--- config.mk ---
export PLATFORM = sky130hd
export DESIGN_NAME = output_arbiter
export DESIGN_NICKNAME = d
export VERILOG_FILES = /design/src/rtl/vec_accel_pkg.sv /design/src/rtl/rr_arb2.sv /design/src/rtl/output_arbiter.sv
export SDC_FILE = /design/constraint.sdc
export NUM_CORES = 1
export LEC_CHECK = 0
export ABC_AREA = 1
export BUFFER_PORTS_ARGS = -buffer_cell sky130_fd_sc_hd__buf_2
export CORE_MARGIN = 5
export CORE_UTILIZATION = 40
export DETAILED_ROUTE_END_ITERATION = 10
export GPL_TIMING_DRIVEN = 1
export PLACE_DENSITY_LB_ADDON = 0.25
export SKIP_LAST_GASP = 1
export SLEW_MARGIN = 0
export SYNTH_ARGS = -nofsm -noshare
export SYNTH_HDL_FRONTEND = slang
export SYNTH_SLANG_ARGS = --single-unit
--- constraint.sdc ---
create_clock -name clk -period 1.8 [get_ports clk]
set_clock_uncertainty 0.1 [all_clocks]
set_input_delay 0.18 -clock clk [delete_from_list [all_inputs] [get_ports clk]]
set_output_delay 0.18 -clock clk [all_outputs]
set_load 0.005 [all_outputs]
--- src/rtl/vec_accel_pkg.sv ---
// Shared types and defaults for the vector accelerator result path.
package vec_accel_pkg;

    localparam int         DATA_W_DEF   = 32;
    localparam logic [7:0] TAG_SCAL_DEF = 8'h01;
    localparam logic [7:0] TAG_VEC_DEF  = 8'h02;

    // Serializer states of output_arbiter.
    typedef enum logic [1:0] {
        ST_IDLE  = 2'd0,
        ST_TAG   = 2'd1,
        ST_BYTES = 2'd2,
        ST_NEXT  = 2'd3
    } oa_state_e;

    // Result producers sharing the output block.
    typedef enum logic {
        SRC_SCAL = 1'b0,
        SRC_VEC  = 1'b1
    } src_e;

endpackage

--- src/rtl/rr_arb2.sv ---
// Two-way round-robin arbiter: scalar on req[0], vector on req[1].
// Grant is combinational and one-hot; on a tie it goes to the source
// not granted last. The last-grant register moves only on advance.
module rr_arb2
    import vec_accel_pkg::*;
(
    input  logic       clk,
    input  logic       rst_l,
    input  logic [1:0] req,
    input  logic       advance,
    output logic [1:0] grant
);

    src_e last_grant;

    // Pick a single winner; a tie favours whoever lost last time.
    always_comb begin
        grant = 2'b00;
        if (req == 2'b11) begin
            grant = (last_grant == SRC_VEC) ? 2'b01 : 2'b10;
        end else begin
            grant = req;
        end
    end

    // Remember the winner when the consumer commits to the grant.
    always_ff @(posedge clk or negedge rst_l) begin
        if (!rst_l) begin
            last_grant <= SRC_VEC;
        end else if (advance && (grant != 2'b00)) begin
            last_grant <= grant[1] ? SRC_VEC : SRC_SCAL;
        end
    end

endmodule

--- src/rtl/output_arbiter.sv ---
// Shares the byte-wide output block between the scalar return path and
// the vector return buffer. Each packet is a tag byte followed by the
// result words, least significant byte first.
//
// Handshakes:
//   scal_req is a level held with stable scal_data until scal_ack, which
//   pulses in the cycle the last byte of the word is written.
//   vec_valid qualifies vec_data/vec_last; vec_pop pulses in the cycle the
//   last byte of the element is written, after which the source presents
//   the next element. output_blk_full high means no byte is taken this
//   cycle; set_output_blk is never asserted while it is high.
module output_arbiter
    import vec_accel_pkg::*;
#(
    parameter int         DATA_W   = DATA_W_DEF,
    parameter logic [7:0] TAG_SCAL = TAG_SCAL_DEF,
    parameter logic [7:0] TAG_VEC  = TAG_VEC_DEF
) (
    input  logic              clk,
    input  logic              rst_l,
    input  logic              scal_req,
    input  logic [DATA_W-1:0] scal_data,
    output logic              scal_ack,
    input  logic              vec_valid,
    input  logic [DATA_W-1:0] vec_data,
    input  logic              vec_last,
    output logic              vec_pop,
    input  logic              output_blk_full,
    output logic [7:0]        out_byte,
    output logic              set_output_blk,
    output logic              busy,
    output oa_state_e         fsm_state
);

    localparam int NBYTES = DATA_W / 8;
    localparam int CNT_W  = (NBYTES > 1) ? $clog2(NBYTES) : 1;
    localparam logic [CNT_W-1:0] CNT_LAST = CNT_W'(NBYTES - 1);

    oa_state_e         state;
    src_e              src;
    logic [CNT_W-1:0]  cnt;
    logic [1:0]        grant;
    logic              write;
    logic              last_byte;
    logic [DATA_W-1:0] word;

    // Arbitration is only consulted between packets.
    rr_arb2 u_arb (
        .clk     (clk),
        .rst_l   (rst_l),
        .req     ({vec_valid, scal_req}),
        .advance (state == ST_IDLE),
        .grant   (grant)
    );

    assign write     = ((state == ST_TAG) || (state == ST_BYTES)) && !output_blk_full;
    assign last_byte = write && (state == ST_BYTES) && (cnt == CNT_LAST);
    assign word      = (src == SRC_SCAL) ? scal_data : vec_data;

    assign set_output_blk = write;
    assign scal_ack       = last_byte && (src == SRC_SCAL);
    assign vec_pop        = last_byte && (src == SRC_VEC);
    assign busy           = (state != ST_IDLE);
    assign fsm_state      = state;

    // Byte presented to the output block; source words are read live.
    always_comb begin
        out_byte = 8'h00;
        case (state)
            ST_TAG:   out_byte = (src == SRC_SCAL) ? TAG_SCAL : TAG_VEC;
            ST_BYTES: out_byte = word[{cnt, 3'b000} +: 8];
            default:  out_byte = 8'h00;
        endcase
    end

    // Serializer: grant latch, tag, bytes, and vector element hand-over.
    always_ff @(posedge clk or negedge rst_l) begin
        if (!rst_l) begin
            state <= ST_IDLE;
            src   <= SRC_VEC;
            cnt   <= '0;
        end else begin
            case (state)
                ST_IDLE: begin
                    if (grant != 2'b00) begin
                        src   <= grant[0] ? SRC_SCAL : SRC_VEC;
                        state <= ST_TAG;
                    end
                end
                ST_TAG: begin
                    if (write) begin
                        state <= ST_BYTES;
                        cnt   <= '0;
                    end
                end
                ST_BYTES: begin
                    if (write) begin
                        if (cnt == CNT_LAST) begin
                            cnt   <= '0;
                            state <= ((src == SRC_VEC) && !vec_last) ? ST_NEXT : ST_IDLE;
                        end else begin
                            cnt <= cnt + 1'b1;
                        end
                    end
                end
                ST_NEXT: begin
                    // Grant is held: only the vector source can continue.
                    if (vec_valid) begin
                        state <= ST_BYTES;
                        cnt   <= '0;
                    end
                end
                default: state <= ST_IDLE;
            endcase
        end
    end

endmodule

==> results of run 1 <==
-- sequential cells by signal, indices dropped and copies added, names as in the netlist --
register	flops
cnt	2
fsm_state	2
src	1
u_arb.last_grant	1
-- Yosys cell counts, drive strengths merged --
library cell	n	share of area, %
o22ai	6	3.5
nand3b	1	0.69
inv	23	8.2
nor2	54	19
or2	2	1.2
nand3	16	7.4
dfrtp	4	9.2
a21oi	4	1.8
buf	10	7.4
ha	6	6.9
nand2	29	10
o21ai	43	20
dfstp	2	4.8
clkinv	1	0.35
-- stage by stage --
stage	power (mW)	TNS, ps	hold WS (ps)	instance area, um2	instances
floorplan	1.46	0	-216	1080	201
global placement	1.79	0	-88.4	1510	309
detailed placement	1.81	0	-83.8	1510	309
CTS	2.10	-1010	86.1	1600	318
global route	2.52	-2150	118	1650	321
finish	2.27	-1200	97.8	1650	321
-- repair_timing --
action,4_1_cts,5_1_grt
setup endpoints to repair,8,12
cloned,1,0
pin swaps,0,6
endpoints found under the hold margin,6,0
buffers inserted,3,3
gates resized for setup,2,17
hold buffers,1,0
-- kinds of logic after synthesis --
group,count (synthesis)
and+or+nand+nor,102
DFF,6
adders and majority gates,6
AOI/OAI and AO/OA,53
buffers and inverters,34
-- power breakdown --
group | switching, mW | leakage [nW] | internal [mW]
logic | 1.03 | 0.845 | 0.797
registers | 0.0763 | 0.0721 | 0.218
clock network | 0.0640 | 0.0150 | 0.0849
total | 1.17 | 0.932 | 1.10
-- worst max path at each step --
stage / startpoint / to / cells past startpoint / slack, ps
after floorplan: fsm_state[0] / fsm_state[1] / 8 / 250
after global placement: src / out_byte[4] / 8 / 110
after global routing: src / out_byte[5] / 7 / -280
after detailed placement: src / out_byte[0] / 8 / 60
after CTS: src / out_byte[5] / 7 / -150
final: src / out_byte[3] / 8 / -180
-- metal layers --
| metal | wire, um | vias up |
|---|---|---|
| met2 | 1830 | 76 |
| met4 | 30 | 0 |
| li1 | - | 831 |
| met3 | 396 | 5 |
| met1 | 1720 | 685 |
| met5 | 0 | - |
-- layout make-up --
type	count	area (um2)
repair buffers	96	563
flip-flops and latches	6	153
well taps	30	37.5
clock buffers	4	26.3
inverters	24	95.1
multi-input cells	161	778
fillers	265	892
-- worst max-delay path: cells and delay by family (launching register included) --
family | cells | cell delay [ps]
simple gates | 2 | 150
compound gates | 2 | 210
buf+inv | 4 | 450
flops | 1 | 630
==> flow_summary.yaml, run 1 <==
grt:
  grt.busiest_layer: "met2"
  gr-total-overflow: 0
  grtUsageMet1_pct: 27.3
  antenna_found_initial: 0
  grt_util_met2_pct: 32.8
  grt_max_degree: 36
  use_met3_pct: 4.13
  grt_pass1_wl_um: 5870
  grt_pass1_vias: 1386
  grtUsageTotal_pct: 20.0
synthesis:
  synth_cell_type_count: 18
  synthMuxAreaShare_pct: 0
  synth_top_family_by_area: "simple AND/OR/NAND/NOR gates"
  ys_ff_latch: 6
  yosys_warnings: 0
  synth_fp_nets: 277
  synth.avg_cell_area_um2: 5.40
  seq_area_frac_synth_pct: 14.1
  syn_inst: 201
  synthAdderAreaFrac_pct: 6.92
  synth_compound_area_share_pct: 25.1
  synth_xor_area_share_pct: 0
  synth_simple_gate_area_share_pct: 37.9
  syn-cell-area_mm2: 0.00108
sta:
  setup_violations: 8
  finalHoldViolCount: 0
  post-route-min-period_ps: 1980
  tightest_slew_ps: 256
  maxSlewViolCount: 0
  worst_slack_ps: -178
  worst_slew_margin_rel_pct: 82.8
  rsz0062_at_grt: "yes"
  finalCritPeriodShare_pct: 110
  max_clock_freq_ghz: 0.506
placed_design:
  pre_cts_ws_ps: 63.5
  post-dp-hpwl_um: 2910
  gp_congestion: 0.851
  io_buffers: 83
critical_path:
  cp_slowest_cell: "dfstp_2"
  critPathCaptureType: "primary output"
  startpoint_type: "flip-flop"
  r2r-start: "fsm_state[0]"
  crit_fanout: 7
  rr_worst_depth: 7
  r2r_end: "cnt[0]"
  worstPathRequired_ps: 1520
  critPathArrivalTime_ps: 1700
  reg2reg_slack_ps: 130
  crit_type: "reg2out"
  path_cells: "buf_12 > buf_6 > buf_6 > o21ai_2 > o22ai_1 > nor2_1 > nor2_1 > buf_2"
  cpPeakStageDelay_ps: 630
cells_and_area:
  syn_to_final_growth_pct: 52.4
  utilization_pct: 64.9
  drive_above_1_share_pct: 36.8
  final_nets: 368
  final_common_cell: "buf_2"
  final_cell_mix: "buf_2 (83), nor2_1 (52), nand2_1 (29), o21ai_0 (25), inv_1 (22)"
  diodes: 0
routing:
  drc: 0
  vias: 1597
  wl_per_cell_um: 12.4
  via_per_inst: 4.98
  wirelength_um: 3980
  first_pass_iters: 4
  ant_nets: 0
  drt_iter0_markers: 127
pwr:
  power.leakage_nw: 0.932
  powerDensity_mw_per_mm2: 1370
  ir_drop_v: 0.00100
job:
  maxCapViolCount: 0
hold_path:
  hold_path.class: "in2reg"
  min_to: "src"
  min_from: "scal_req"
  min_path_cells: 4
clock_tree:
  root_buffer: "clkbuf_4"
  htree_levels: 1
  insertion_delay_ps: 270
  cts_buffer_depth: 2
  cts_sinks: 6
  tritoncts: "built"
  cts_buffers: 3
  cts.reportedPaths.clkPinSlew_ps: 40
floorplan:
  fp-row-count: 18
  core_area_mm2: 0.00254
  dieWidth_um: 62.1
  fp.dieArea_mm2: 0.00385
  fp.dieH_um: 62.1
  start_util_pct: 42.6
  io_pins: 84
outcome:
  violations: "setup timing"
  outcome: "finished with violations"
No activity file was read; power rests on OpenSTA's default activity.
==> inputs of run 2 (changes only) <==
--- a/config.mk
+++ b/config.mk
@@ -7,6 +7,7 @@
 export LEC_CHECK = 0
 export ABC_AREA = 1
 export BUFFER_PORTS_ARGS = -buffer_cell sky130_fd_sc_hd__buf_2
+export CAP_MARGIN = 20
 export CORE_MARGIN = 5
 export CORE_UTILIZATION = 40
 export DETAILED_ROUTE_END_ITERATION = 10
==> constraint.sdc (replaced) <==
create_clock -name clk -period 1.8 [get_ports clk]
set_clock_uncertainty 0.1 [all_clocks]
set_input_delay 0.18 -clock clk [delete_from_list [all_inputs] [get_ports clk]]
set_output_delay 0.18 -clock clk [all_outputs]
set_load 0.1 [all_outputs]
==> run 2 against run 1 <==
Compared with the run above: the run still ends with setup timing left; critical path depth is 1 higher; worst setup slack got worse by 57 ps; via count up 7.0%; first-iteration DRC count down 2.4%; register-to-register slack got worse by 140 ps; combinational power is 77% higher; count of clock-buffer cells in the layout stayed put; sequential power increased by 7.1%; die area unchanged; core utilization grew 17 points; power increased by 63%; critical endpoint is now out_byte[1]; global-route usage rose by 0.40 points.
==> flow_summary.yaml, run 2 (synthesis results as in run 1) <==
floorplan:
  fp.dieArea_mm2: 0.00385
  fp-row-count: 18
  io_pins: 84
  fp.dieH_um: 62.1
  core_area_mm2: 0.00254
  start_util_pct: 42.6
  dieWidth_um: 62.1
clock_tree:
  insertion_delay_ps: 240
  tritoncts: "built"
  htree_levels: 1
  cts_buffers: 3
  cts.reportedPaths.clkPinSlew_ps: 50
  root_buffer: "clkbuf_4"
  cts_buffer_depth: 2
  cts_sinks: 6
outcome:
  violations: "setup timing"
  outcome: "finished with violations"
critical_path:
  cp_top_family: "flip-flops"
  critPathCaptureType: "primary output"
  path_cells: "buf_6 > buf_6 > nor2_4 > nor2_2 > nand2_1 > nand3_2 > nand3_2 > a21oi_4 > buf_12"
  crit_fanout: 5
  cpPeakStageDelay_ps: 570
  rr_worst_depth: 9
  startpoint_type: "flip-flop"
  crit_cells: 9
  worstPathRequired_ps: 1520
  critPathArrivalTime_ps: 1760
  crit_type: "reg2out"
  crit_buf_inv: 3
  cp_slowest_cell: "dfstp_2"
routing:
  first_pass_iters: 5
  drt_iter0_markers: 124
  vias: 1709
  via_per_inst: 5.18
  drc: 0
  wl_per_cell_um: 13.3
  ant_nets: 0
  wirelength_um: 4380
hold_path:
  min_path_cells: 3
  hold_path.class: "in2reg"
sta:
  max_clock_freq_ghz: 0.491
  hold_slack_ps: 97.0
  worst_slack_ps: -235
  worst_slew_margin_rel_pct: 67.8
  maxSlewViolCount: 0
  post-route-min-period_ps: 2040
  setup_violations: 12
  finalHoldViolCount: 0
  finalCritPeriodShare_pct: 113
  tightest_slew_ps: 486
  rsz0062_at_grt: "yes"
cells_and_area:
  final_cell_mix: "buf_2 (71), nor2_1 (41), nand2_1 (27), o21ai_1 (18), o21ai_0 (18)"
  utilization_pct: 81.9
  drive_above_1_share_pct: 50.3
  final_nets: 377
  syn_to_final_growth_pct: 92.2
  final_common_cell: "buf_2"
  diodes: 0
pwr:
  p_sw_mw: 2.15
  finalPower_mw: 3.69
  intPower_mw: 1.55
  p_seq_share_pct: 8.5
  clock_power_share_pct: 3.7
  pwr-share-comb_pct: 87.8
  power_switching_share_pct: 58.1
  power.leakage_nw: 1.00
  ir_drop_v: 0.00196
  powerDensity_mw_per_mm2: 1770
placed_design:
  post-dp-hpwl_um: 3250
  pre_cts_ws_ps: -130
  io_buffers: 83
  gp_congestion: 0.852
grt:
  grt_pass1_vias: 1516
  antenna_found_initial: 0
  grtUsageTotal_pct: 20.4
  grt_pass1_wl_um: 6040
  grt_max_degree: 34
  gr-total-overflow: 0
job:
  maxCapViolCount: 0
run 2: changes by cell type in the layout (fill, tap and decap cells not counted), moves of 7 or more:
| cell | before | now |
|---|---|---|
| buf_2 | 83 | 71 |
| buf_12 | 1 | 13 |
| nor2_4 | 0 | 11 |
| nor2_1 | 52 | 41 |
| o21ai_0 | 25 | 18 |
| buf_4 | 6 | 16 |
run 2: routing by layer:
| layer | track usage (%) | share of wire [%] |
|---|---|---|
| met5 | 0 | 0 |
| met4 | 5.76 | 3.2 |
| met2 | 39.3 | 52 |
| met1 | 22.7 | 37 |
| met3 | 2.89 | 7.5 |
run 2: through the flow:
stage,cell area (um2),TNS (ps),std cells
after floorplan,1240,-1940,201
after global placement,1820,-527,319
after detailed placement,1820,-654,319
after CTS,2000,-1670,328
after global routing,2080,-2720,330
final,2080,-1620,330
run 2: layout make-up:
class | instances | area, um2
fill | 173 | 460
timing repair buffer | 105 | 787
multi-input combinational | 161 | 963
clock buffer | 4 | 26.3
tap | 30 | 37.5
sequential | 6 | 160
inverter | 24 | 110
run 2: final timing paths:
kind / start / to / slack (ps)
max: src / out_byte[1] / -240
min: vec_valid / u_arb.last_grant / 100
max reg2reg: fsm_state[1] / fsm_state[0] / -10
min reg2reg: u_arb.last_grant / u_arb.last_grant / 400
max in group asynchronous: rst_l / src / 1190
min in group asynchronous: rst_l / fsm_state[0] / 190
run 2: repair_timing:
action	CTS	global route
setup endpoints to repair	11	14
hold buffers	1	0
setup buffers	4	2
gates resized for setup	33	15
pin swaps	6	6
hold endpoints to repair	6	0
run 2: worst reg2reg max path, delay by kind of cell, from the launching register on:
| kind | cells | cell delay (ps) |
|---|---|---|
| DFF | 1 | 470 |
| AOI/OAI and AO/OA | 2 | 270 |
| adders and majority gates | 1 | 280 |
| and+or+nand+nor | 3 | 280 |
| buffers and inverters | 3 | 300 |
run 2: power by group through the flow:
stage                     Clock, mW  Sequential, mW  Combinational, mW
after floorplan                   0           0.421               1.99
after global placement            0           0.303               2.72
after detailed placement          0           0.310               2.75
after CTS                     0.141           0.313               2.95
after global routing          0.149           0.328               3.46
final                         0.136           0.315               3.24
